===== src/rtl/music_box_pkg.sv =====
// Types and constants shared by the music-box playback blocks.
package music_box_pkg;

   typedef enum logic [2:0] {IDLE, REQ, WAIT, LATCH, TONE, GAP} state_t;

   localparam logic [1:0] DUR_1B = 2'b00;
   localparam logic [1:0] DUR_2B = 2'b01;
   localparam logic [1:0] DUR_3B = 2'b10;
   localparam logic [1:0] DUR_4B = 2'b11;

   localparam int unsigned REST_PERIOD         = 0;
   localparam int unsigned DEFAULT_BEAT_CYCLES = 25_000_000;
   localparam int unsigned DEFAULT_GAP_CYCLES  = 1_000_000;

   // Audible part of a note slot; the remaining gap cycles are silent.
   function automatic int unsigned slot_cycles(input logic [1:0]  dur,
                                               input int unsigned beat,
                                               input int unsigned gap);
      return (32'(dur) + 32'd1) * beat - gap;
   endfunction

endpackage


===== src/rtl/tone_gen.sv =====
// Square-wave generator: toggles speaker every `period` enabled cycles, silent when disabled or resting.
module tone_gen
   import music_box_pkg::*;
#(
   parameter int PERIOD_W = 20
) (
   input  logic                clk,
   input  logic                reset,
   input  logic                en,
   input  logic [PERIOD_W-1:0] period,
   output logic                speaker
);

   logic [PERIOD_W-1:0] cnt_q, cnt_d;
   logic                speaker_q, speaker_d;

   always_comb begin
      // NOTE: every signal assigned here gets a default first, so no path can infer a latch.
      cnt_d     = '0;
      speaker_d = 1'b0;
      if (en && period != PERIOD_W'(REST_PERIOD)) begin
         if (cnt_q == period - 1'b1) begin
            speaker_d = ~speaker_q;
         end else begin
            cnt_d     = cnt_q + 1'b1;
            speaker_d = speaker_q;
         end
      end
   end

   always_ff @(posedge clk) begin
      // NOTE: non-blocking assignments so every flop samples the pre-edge values of the others.
      if (reset) begin
         cnt_q     <= '0;
         speaker_q <= 1'b0;
      end else begin
         cnt_q     <= cnt_d;
         speaker_q <= speaker_d;
      end
   end

   assign speaker = speaker_q;

endmodule


===== src/rtl/note_player.sv =====
// Plays song-memory notes as timed square waves with an articulation gap, then reports the end marker.
module note_player
   import music_box_pkg::*;
#(
   parameter int PERIOD_W    = 20,
   parameter int BEAT_CYCLES = DEFAULT_BEAT_CYCLES,
   parameter int GAP_CYCLES  = DEFAULT_GAP_CYCLES,
   parameter int LATCH_DELAY = 2
) (
   input  logic                clk,
   input  logic                reset,
   input  logic                play,
   input  logic                stop,
   input  logic [PERIOD_W-1:0] note_period,
   input  logic [1:0]          duration,
   output logic                next_note,
   output logic                speaker,
   output logic                busy,
   output logic                song_done
);

   // One counter serves WAIT, the audible slot and GAP; sized for a four-beat slot.
   localparam int CNT_W = $clog2(4 * BEAT_CYCLES + LATCH_DELAY + 1);

   state_t              state_q, state_d;
   logic [CNT_W-1:0]    cnt_q, cnt_d;
   logic [PERIOD_W-1:0] period_q, period_d;
   logic                next_note_q, next_note_d;
   logic                song_done_q, song_done_d;
   logic                busy_q, busy_d;
   logic                tone_en;

   always_comb begin
      state_d     = state_q;
      cnt_d       = cnt_q;
      period_d    = period_q;
      song_done_d = 1'b0;
      if (stop) begin
         state_d = IDLE;
         cnt_d   = '0;
      end else if (play) begin
         state_d = REQ;
         cnt_d   = '0;
      end else begin
         unique case (state_q)
            IDLE: ;
            REQ: begin
               state_d = WAIT;
               cnt_d   = CNT_W'(LATCH_DELAY);
            end
            WAIT: begin
               if (cnt_q <= CNT_W'(1)) state_d = LATCH;
               else                    cnt_d   = cnt_q - 1'b1;
            end
            LATCH: begin
               period_d = note_period;
               if (note_period == PERIOD_W'(REST_PERIOD) && duration == DUR_1B) begin
                  song_done_d = 1'b1;
                  state_d     = IDLE;
                  cnt_d       = '0;
               end else begin
                  state_d = TONE;
                  cnt_d   = CNT_W'(slot_cycles(duration, BEAT_CYCLES, GAP_CYCLES));
               end
            end
            TONE: begin
               if (cnt_q <= CNT_W'(1)) begin
                  state_d = GAP;
                  cnt_d   = CNT_W'(GAP_CYCLES);
               end else begin
                  cnt_d = cnt_q - 1'b1;
               end
            end
            GAP: begin
               if (cnt_q <= CNT_W'(1)) begin
                  state_d = REQ;
                  cnt_d   = '0;
               end else begin
                  cnt_d = cnt_q - 1'b1;
               end
            end
            default: begin
               state_d = IDLE;
               cnt_d   = '0;
            end
         endcase
      end
      // A play landing on REQ re-enters REQ; suppress the second advance pulse.
      next_note_d = (state_d == REQ) && (state_q != REQ);
      busy_d      = (state_d != IDLE);
   end

   // Disabling on the last TONE cycle keeps the speaker low for the whole gap and after stop/restart.
   assign tone_en = (state_q == TONE) && (state_d == TONE);

   always_ff @(posedge clk) begin
      if (reset) begin
         state_q     <= IDLE;
         cnt_q       <= '0;
         period_q    <= '0;
         next_note_q <= 1'b0;
         song_done_q <= 1'b0;
         busy_q      <= 1'b0;
      end else begin
         state_q     <= state_d;
         cnt_q       <= cnt_d;
         period_q    <= period_d;
         next_note_q <= next_note_d;
         song_done_q <= song_done_d;
         busy_q      <= busy_d;
      end
   end

   tone_gen #(.PERIOD_W(PERIOD_W)) u_tone_gen (
      .clk     (clk),
      .reset   (reset),
      .en      (tone_en),
      .period  (period_q),
      .speaker (speaker)
   );

   assign next_note = next_note_q;
   assign song_done = song_done_q;
   assign busy      = busy_q;

endmodule


===== config.mk =====
export PLATFORM = sky130hd
export DESIGN_NAME = note_player
export DESIGN_NICKNAME = d
export VERILOG_FILES = /design/src/rtl/music_box_pkg.sv /design/src/rtl/tone_gen.sv /design/src/rtl/note_player.sv
export SDC_FILE = /design/constraint.sdc
export NUM_CORES = 1
export LEC_CHECK = 0
export ABC_AREA = 1
export ABC_CLOCK_PERIOD_IN_PS = 2200
export CORE_ASPECT_RATIO = 1.2
export CORE_MARGIN = 10
export CORE_UTILIZATION = 46
export CTS_CLUSTER_DIAMETER = 120
export DETAILED_ROUTE_END_ITERATION = 10
export GPL_TIMING_DRIVEN = 0
export PLACE_DENSITY = 0.77
export SKIP_LAST_GASP = 1
export SYNTH_ARGS = -nofsm -noshare
export SYNTH_HDL_FRONTEND = slang
export SYNTH_SLANG_ARGS = --single-unit

===== constraint.sdc =====
create_clock -name clk -period 2.2 [get_ports clk]
set_input_delay 0.44 -clock clk [delete_from_list [all_inputs] [get_ports clk]]
set_output_delay 0.44 -clock clk [all_outputs]
set_load 0.02 [all_outputs]

# Yosys cells after proc, flatten, opt, wreduce, memory -nomap -nowiden
# Index checks and enable logic that the tools add are counted.
# word_totals
regBits	74
output_inout_bits	4
inputBits	26
word_cells	59
# op_classes
bitwise_logic	6
eq_ne	10
magnitude_cmp	1
addsub	5
n_mul	1
reduce_logical	15
n_mux	13
# op_table
op	n
case mux 27 bit (6 select lines)	1
2-to-1 mux 27 bit	4
less-or-equal comparator 27 x 1 -> 1 bit (second input constant)	1
subtractor 27 x 1 -> 27 bit (second input constant)	1
subtractor 27 x 20 -> 27 bit (second input constant)	1
multiplier 3 x 19 -> 21 bit (second input constant)	1
adder 20 x 1 -> 20 bit (second input constant)	1
== test 20 bit	1
logical NOT 20 bit	1
nonzero test 20 bit	1
subtractor 20 x 1 -> 20 bit (second input constant)	1
2-to-1 mux 3 bit	6
case mux 3 bit (6 select lines)	1
== test 3 bit (second input constant)	3
== test 3 x 1 -> 1 bit (second input constant)	2
== test 3 x 2 -> 1 bit (second input constant)	2
inverter 1 bit	6
OR reduction 3 bit	2
logical AND 1 bit	4
OR reduction 4 bit	1
adder 2 x 1 -> 3 bit (second input constant)	1
logical NOT 3 bit	1
!= test 3 x 1 -> 1 bit (second input constant)	1
AND reduction 3 bit	1
other kinds (6)	6

# Logic depth before layout (Yosys ltp)
# Gate-level depths: netlist of run 1.
# logic_depth
ltp_word	11
ltp_mapped	15
mapped_depth_nobuf	15

# Hierarchy
# Synthesis of run 1 repeated with hierarchy kept, for this count alone.
# hier_totals
hier_cells	905
hier_area_um2	5511.5
# modules_own_cells
mod	area_per_inst_um2	n_inst	cells_per_inst	seq_area_each_um2
note_player	3698.5	1	602	1061.0
tone_gen	1813.0	1	303	420.4

# Worst setup path before layout of run 1
# Ideal clock, no wire load.
# synth_timing
kind	input port to flip-flop
from	in duration[0]
to	reg cnt_q[23]
setup_time_ns	0.132
slack_ns	0.008
stages	14
path_buffers	0
required_ns	2.068
arrival_ns	2.060
path_cell_list	inv_1 ha_1 inv_1 ha_1 inv_1 nor2_1 o21ai_0 nand2_1 nor2_1 nand3_1 nand2_1 o21ai_1 nand2_1 a21oi_1
# synth_between
elab_chain_cells	5
word_cells_on_any_way	7
classes_between	add/sub: 2; mul: 1; mux: 2; reduce/logical: 2
# synth_rtl
element	line_no	source
from (decl)	note_player.sv:15	input logic [1:0] duration,
adder 2 x 1 -> 3 bit	music_box_pkg.sv:19	return (32'(dur) + 32'd1) * beat - gap;
multiplier 3 x 19 -> 21 bit	music_box_pkg.sv:19	
subtractor 27 x 20 -> 27 bit	music_box_pkg.sv:19	
2-to-1 mux 27 bit *	note_player.sv:57	if (note_period == PERIOD_W'(REST_PERIOD) && duration == DUR_1B) begin
case mux 27 bit (6 select lines) *	note_player.sv:45	unique case (state_q)
to (signal assigned)	note_player.sv:106	cnt_q <= cnt_d;
to (decl)	note_player.sv:26	logic [CNT_W-1:0] cnt_q, cnt_d;
# Every way passes the cells marked *; elsewhere a longest branch is shown, timed or not.
# A chain may end at the register's enable or synchronous reset.

# Worst setup path after layout of run 1
# layout_timing
from	reg cnt_q[5]
to	reg cnt_q[15]
# layout_between
elab_chain_cells	3
word_cells_on_any_way	8
classes_between	add/sub: 1; order compare: 1; eq/ne: 1; mux: 4; reduce/logical: 1
# layout_rtl
element	line_no	source
subtractor 27 x 1 -> 27 bit or less-or-equal comparator 27 x 1 -> 1 bit (tied branches)	n/a	
2-to-1 mux 27 bit (tied with other cells)	note_player.sv:75	if (cnt_q <= CNT_W'(1)) begin
case mux 27 bit (6 select lines) or AND reduction 2 bit (tied branches)	n/a	
# Parallel ways exist; a longest one is shown, timed or not. The select of a mux whose other input is x is not followed.

==> results.json, run 1 <==
{
  "status": "finished, final reports clean",
  "hold_path.class": "flop to flop",
  "ant_nets": 0,
  "instances_no_fill": 1009,
  "dp_cells": 978,
  "p_switching_mw": 0.840,
  "wl_per_cell_microns": 14.0,
  "clkLatencyLatePin_ns": 0.35,
  "fin_crit_ns": 2.12,
  "maxCapViolations": 0,
  "crit_start": "cnt_q[5]$_SDFFE_PP0P_",
  "holdPathEnd": "u_tone_gen.cnt_q[0]$_SDFF_PP0_",
  "rsz0062_at_grt": "yes",
  "dr.pass1.iters": 5,
  "r2r-end": "cnt_q[15]$_SDFFE_PP0P_",
  "synthSimpleGateAreaFrac_pct": 37.8,
  "setup_viol": 0,
  "track_usage_pct": 17.9,
  "fin_nets": 915,
  "reg2regPathDepth": 12,
  "max_freq_ghz": 0.472,
  "worstSetupStartpointType": "flop",
  "hold_buffers": 0,
  "routed_via_density": 5.18,
  "worstSetupPathType": "flop to flop",
  "cts_tree": "done",
  "pwr-share-seq_pct": 43.4,
  "cts_made_buffers": 9,
  "clock_sink_count": 74,
  "drcViolationCount": 0,
  "hold_depth": 1,
  "synthToLayoutAreaGrowth_pct": 19.5,
  "post_synth_num_cell_types": 40,
  "skew_ns": 0.0115,
  "synth_adder_area_share_pct": 4.24,
  "final.period_utilization_pct": 96.3,
  "p_total_mw": 3.11,
  "yosysSeqAreaShare_pct": 28.6,
  "p_per_area_nw_per_um2": 501,
  "finalMaxSlewViolations": 0,
  "synth_edf_count": 0,
  "place.detailed.hpwl_mm": 10.7,
  "synthFlopType": "dfxtp_1",
  "synth_top_area_share_pct": 28.6,
  "io_buffers": 29,
  "grt_pass1_vias": 4792,
  "cts_buffer_depth": 2,
  "hold_violations": 0,
  "die_width_microns": 117,
  "core_sq_um": 11000,
  "cp-end-kind": "flop",
  "initialDrtViolationCount": 260,
  "rr_startpoint": "cnt_q[5]$_SDFFE_PP0P_",
  "worst-path-max-fanout": 10,
  "vias": 5223,
  "synth_area_per_cell_sq_um": 6.35,
  "pin_count": 30,
  "fillers": 1083,
  "p_comb_share_pct": 11.8,
  "synthArstFlopShare_pct": 0,
  "worst_slew_pin_slew_ns": 0.570,
  "die_area_sq_um": 15900,
  "worstPathArrival_ns": 2.38,
  "path_clk_slew_ns": 0.06,
  "intPower_mw": 2.27,
  "cts_root_buf": "clkbuf_16",
  "mappedNetlistArea_sq_um": 5190,
  "p_leak_nw": 2.80,
  "synthMuxAreaShare_pct": 0,
  "synth_compound_area_share_pct": 11.0,
  "peakVddDrop_uv": 310,
  "synth-seq-cells": 74,
  "synth.net_count": 860,
  "grt-ovfl-total": 0,
  "synth.area.top_cells": "dfxtp_1 29%, nand2_1 15%, nor2_1 8.5%",
  "crit_required_ns": 2.47,
  "num_antenna_cells": 0,
  "rrSetupSlack_ns": 0.08,
  "sw_frac_of_total_pct": 27.0,
  "yosys.area.top_type": "dfxtp_1",
  "globalplace.congestion": 0.923,
  "multiInputGateArea_sq_um": 3370,
  "htreeDepth": 3,
  "synth_xor_area_share_pct": 8.78,
  "ys_warn_count": 0,
  "pwr-share-clk_pct": 44.8,
  "start_util_pct": 47.0,
  "finalWirelength_mm": 14.1,
  "seq_area_sq_um": 1480,
  "grt_first_pass_wirelength_mm": 22.7,
  "hp-start": "u_tone_gen.cnt_q[0]$_SDFF_PP0_",
  "grt_max_degree": 14,
  "antenna_found_initial": 0,
  "drive_gt1_share_pct": 12.3,
  "synth_cells": 817,
  "fin_util_pct": 56.2,
  "relSlewSlack_pct": 62.0,
  "rows": 42,
  "die_y_microns": 136,
  "synth_top_family_by_area": "simple AND/OR/NAND/NOR gates"
}
## repair_timing
action | 4_1_cts | 5_1_grt
setup endpoints to repair | 40 | 53
pin swaps | 0 | 15
resized for setup | 24 | 38
buffers inserted | 1 | 14
## sequential cells by signal, summed over array words and instances (netlist names)
| signal | cells |
|---|---|
| cnt_q | 27 |
| period_q | 20 |
| u_tone_gen.cnt_q | 20 |
| state_q | 3 |
| busy | 1 |
| next_note | 1 |
| song_done | 1 |
| u_tone_gen.speaker | 1 |
## critical path, cell delays in order (launching register included)
cell,delay (ns)
dfxtp_1,0.33
nor2_1,0.15
nand2_1,0.16
nor2_4,0.15
nand4_1,0.18
buf_4,0.20
nand2_4,0.11
o21ai_4,0.07
buf_4,0.17
inv_6,0.10
buf_6,0.15
nand2_1,0.08
a21oi_1,0.17
## power groups by stage
stage	Combinational, mW	Sequential, mW	Clock [mW]
global placement	0.309	1.38	0
finish	0.367	1.35	1.39
detailed placement	0.313	1.38	0
global route	0.409	1.35	1.45
floorplan	0.197	1.38	0
CTS	0.329	1.35	1.40
## Yosys cell counts (all sizes together) (2+ instances only)
cell type / n
inv: 106
nand4: 17
nor2: 133
clkbuf: 7
o21ai: 48
buf: 8
o22ai: 3
nor3: 18
a31oi: 4
dfxtp: 74
nand3: 51
a21oi: 50
ha: 16
or2: 2
and3: 2
nor4: 4
xnor2: 21
xor2: 31
nand3b: 8
nand2: 209
## per-stage QoR
stage	area [sq um]	worst slack (ns)	hold slack, ns	TNS (ns)
6_report	6200	0.0824	0.473	0
5_1_grt	6200	-0.0586	0.502	-0.484
4_1_cts	5980	-0.00191	0.479	-0.00191
3_5_place_dp	5640	-1.10	0.461	-24.10
3_3_place_gp	5640	-1.09	0.453	-23.07
2_1_floorplan	5190	0.00814	0.437	0
## cell type report
class / count / area share (%)
buffer: 15 / 1.59
tap: 132 / 2.66
clock inverter: 6 / 0.686
sequential: 74 / 23.9
timing repair buffer: 44 / 6.38
multi-input combinational: 622 / 54.4
inverter: 106 / 6.70
clock buffer: 10 / 3.69
## layer usage
layer	up-vias	share of wire (%)	track usage, %
met2	102	52	31.9
met4	0	3.7	8.60
li1	2714	-	-
met3	37	3.7	3.22
met5	-	0	0
met1	2370	41	20.0
## kinds of logic after synthesis
group	Yosys count
XOR/XNOR	52
buffers and inverters	121
adder cells (fa/ha/maj)	17
AO/OA/AOI/OAI	108
flip-flops	74
AND/OR/NAND/NOR	444
other	1
## cell usage in the layout (no fill, tap or decap), drive strengths merged
master         count
o21a               1
nor4               4
and3               2
xnor2             21
nand3b             8
nor3              18
nand2            209
nor2             133
xor2              31
o21bai             1
nand3             51
buf               21
clkbuf            21
o21ai             48
o22ai              3
a22oi              1
nand4             17
dfxtp             74
clkinvlp           2
conb               1
fa                 1
a31oi              4
clkdlybuf4s50     27
or2                2
ha                16
a21oi             50
inv              107
clkinv             3
## worst max path at each step
stage / end / slack, ns
floorplan: cnt_q[23]$_SDFFE_PP0P_ / 0.008
global placement: cnt_q[23]$_SDFFE_PP0P_ / -1.09
detailed placement: cnt_q[23]$_SDFFE_PP0P_ / -1.10
CTS: cnt_q[23]$_SDFFE_PP0P_ / -0.002
global route: cnt_q[23]$_SDFFE_PP0P_ / -0.06
finish: cnt_q[15]$_SDFFE_PP0P_ / 0.08
Power figures use the tool's default switching activity.
==> run 2, diff against run 1 <==
--- a/config.mk
+++ b/config.mk
@@ -12,7 +12,6 @@
 export CORE_UTILIZATION = 46
 export CTS_CLUSTER_DIAMETER = 120
 export DETAILED_ROUTE_END_ITERATION = 10
-export GPL_TIMING_DRIVEN = 0
 export PLACE_DENSITY = 0.77
 export SKIP_LAST_GASP = 1
 export SYNTH_ARGS = -nofsm -noshare
==> run 2 against run 1 <==
Net effect:
- global-route usage increased by 0.56 points
- cell count up 3.4%
- cell area rose by 4.8%
- sequential power barely moved
- routed wire length is 0.32% higher
- register-to-register slack better by 0.11 ns
- power up 5.4%
- count of clock-buffer cells in the layout down 1
- sequential share of layout area down 1.1 points
- clock power grew 9%
- sequential cell count did not move
- via count rose by 3.5%
==> results.json, run 2 (synthesized netlist as in run 1, its figures left out) <==
{
  "grt_pass1_vias": 5359,
  "final_cell_mix": "198 x nand2_1, 112 x nor2_1, 96 x inv_1",
  "hp-start": "u_tone_gen.cnt_q[0]$_SDFF_PP0_",
  "wl_met3_microns": 561,
  "drive_gt1_share_pct": 15.9,
  "wl_per_cell_microns": 13.6,
  "clkLatencyLatePin_ns": 0.35,
  "status": "finished, final reports clean",
  "max_freq_ghz": 0.482,
  "track_usage_pct": 18.5,
  "ant_nets": 0,
  "crit_required_ns": 2.48,
  "top_regs": "cnt_q x27, period_q x20, u_tone_gen.cnt_q x20",
  "p_per_area_nw_per_um2": 504,
  "reg2regPathDepth": 12,
  "top_register": "cnt_q",
  "pin_count": 30,
  "finalMaxSlewViolations": 0,
  "rr_startpoint": "period_q[1]$_SDFFE_PP0P_",
  "crit_start": "duration[1]",
  "fin_nets": 949,
  "drcViolationCount": 0,
  "cts_root_buf": "clkbuf_16",
  "htreeDepth": 3,
  "num_antenna_cells": 0,
  "rows": 42,
  "die_y_microns": 136,
  "holdPathEnd": "u_tone_gen.cnt_q[0]$_SDFF_PP0_",
  "maxCapViolations": 0,
  "clock_sink_count": 74,
  "p_total_mw": 3.27,
  "globalplace.congestion": 0.891,
  "worstSetupPathType": "input port to flop",
  "cp_common_cell": "nand2_1",
  "r2r-end": "u_tone_gen.cnt_q[8]$_SDFF_PP0_",
  "slowest_delay_ns": 0.48,
  "core_sq_um": 11000,
  "largest_reg_flops": 27,
  "cts_made_buffers": 9,
  "antenna_found_initial": 0,
  "hold_path.class": "flop to flop",
  "routedLengthMet1_mm": 5.51,
  "die_width_microns": 117,
  "wl_met2_mm": 7.53,
  "routed_via_density": 5.18,
  "final.period_utilization_pct": 94.4,
  "worstSetupStartpointType": "input port",
  "vias": 5407,
  "hold_buffers": 0,
  "skew_ns": 0.00843,
  "start_util_pct": 47.0,
  "grt-ovfl-total": 0,
  "worstPathArrival_ns": 2.35,
  "rrSetupSlack_ns": 0.19,
  "die_area_sq_um": 15900,
  "fillers": 1054,
  "cts_tree": "done",
  "place.detailed.hpwl_mm": 10.9,
  "synthToLayoutAreaGrowth_pct": 25.3,
  "setup_viol": 0,
  "finalWirelength_mm": 14.2,
  "path_clk_slew_ns": 0.06,
  "initialDrtViolationCount": 285,
  "fin_util_pct": 58.9,
  "dr.pass1.iters": 5,
  "p_leak_nw": 2.99,
  "fin_crit_ns": 2.08,
  "grt_first_pass_wirelength_mm": 24.0,
  "hold_violations": 0,
  "worst-path-max-fanout": 4,
  "top_layer": "met4",
  "mostFrequentLayoutCell": "nand2_1",
  "peakVddDrop_uv": 290,
  "hold_depth": 1,
  "cp-end-kind": "flop",
  "cp_slowest_cell": "fa_2",
  "grt_max_degree": 29,
  "path_cells": "dlygate4sd2_1 -> buf_4 -> ha_4 -> inv_1 -> fa_2 -> o21ai_1 -> nand2_1 -> nand2_1 -> nor2_2 -> nand3_1 -> nand2_1 -> o21ai_1 -> nand2_1 -> a21oi_1",
  "dp_cells": 1025,
  "cts_buffer_depth": 2,
  "io_buffers": 29,
  "instances_no_fill": 1043
}
run 2: through the flow:
stage	worst slack [ns]	setup TNS (ns)	cell area (sq um)	hold slack [ns]
finish	0.124	0	6500	0.470
global route	-0.0391	-0.356	6500	0.495
CTS	0.0170	0	6380	0.476
detailed placement	-0.639	-7.87	6030	0.462
global placement	-0.543	-6.51	6030	0.454
floorplan	0.00814	0	5190	0.437
run 2: what timing repair did:
item	in CTS	in global routing
pin swaps	6	10
gates resized for setup	17	27
setup endpoints to repair	13	35
setup buffers	1	1
endpoints found under the hold margin	0	0
run 2: report_power, final:
group / leakage [nW] / total (mW) / switching (mW) / internal [mW]
logic: 2.25 / 0.417 / 0.220 / 0.197
clock network: 0.142 / 1.51 / 0.623 / 0.886
registers: 0.596 / 1.35 / 0.00358 / 1.34
run 2: worst max path at each step:
stage | to | slack [ns] | cells after the start
2_1_floorplan | cnt_q[23]$_SDFFE_PP0P_ | 0.008 | 14
3_3_place_gp | cnt_q[23]$_SDFFE_PP0P_ | -0.54 | 14
3_5_place_dp | cnt_q[23]$_SDFFE_PP0P_ | -0.64 | 14
4_1_cts | cnt_q[23]$_SDFFE_PP0P_ | 0.02 | 16
5_1_grt | cnt_q[23]$_SDFFE_PP0P_ | -0.04 | 17
6_report | cnt_q[23]$_SDFFE_PP0P_ | 0.12 | 14
run 2: final cells by class:
type | instances | area [sq um] | area share, %
Tap cell | 132 | 165 | 2.54
Clock inverter | 7 | 76.3 | 1.17
Timing Repair Buffer | 93 | 781 | 12.0
Multi-Input combinational cell | 622 | 3370 | 51.8
Clock buffer | 9 | 225 | 3.46
Sequential cell | 74 | 1480 | 22.8
Inverter | 106 | 403 | 6.20
run 2: per-layer routing:
| metal | vias to the layer above | global-route usage (%) |
|---|---|---|
| li1 | 2792 | - |
| met4 | 0 | 9.70 |
| met3 | 43 | 2.47 |
| met1 | 2441 | 19.6 |
| met5 | - | 0 |
| met2 | 131 | 34.3 |
run 2: critical path: cells and delay by family:
| family | cells | cell delay [ns] |
|---|---|---|
| simple gates | 6 | 0.38 |
| fa+ha+maj | 2 | 0.66 |
| buf+inv | 3 | 0.50 |
| compound gates | 3 | 0.36 |
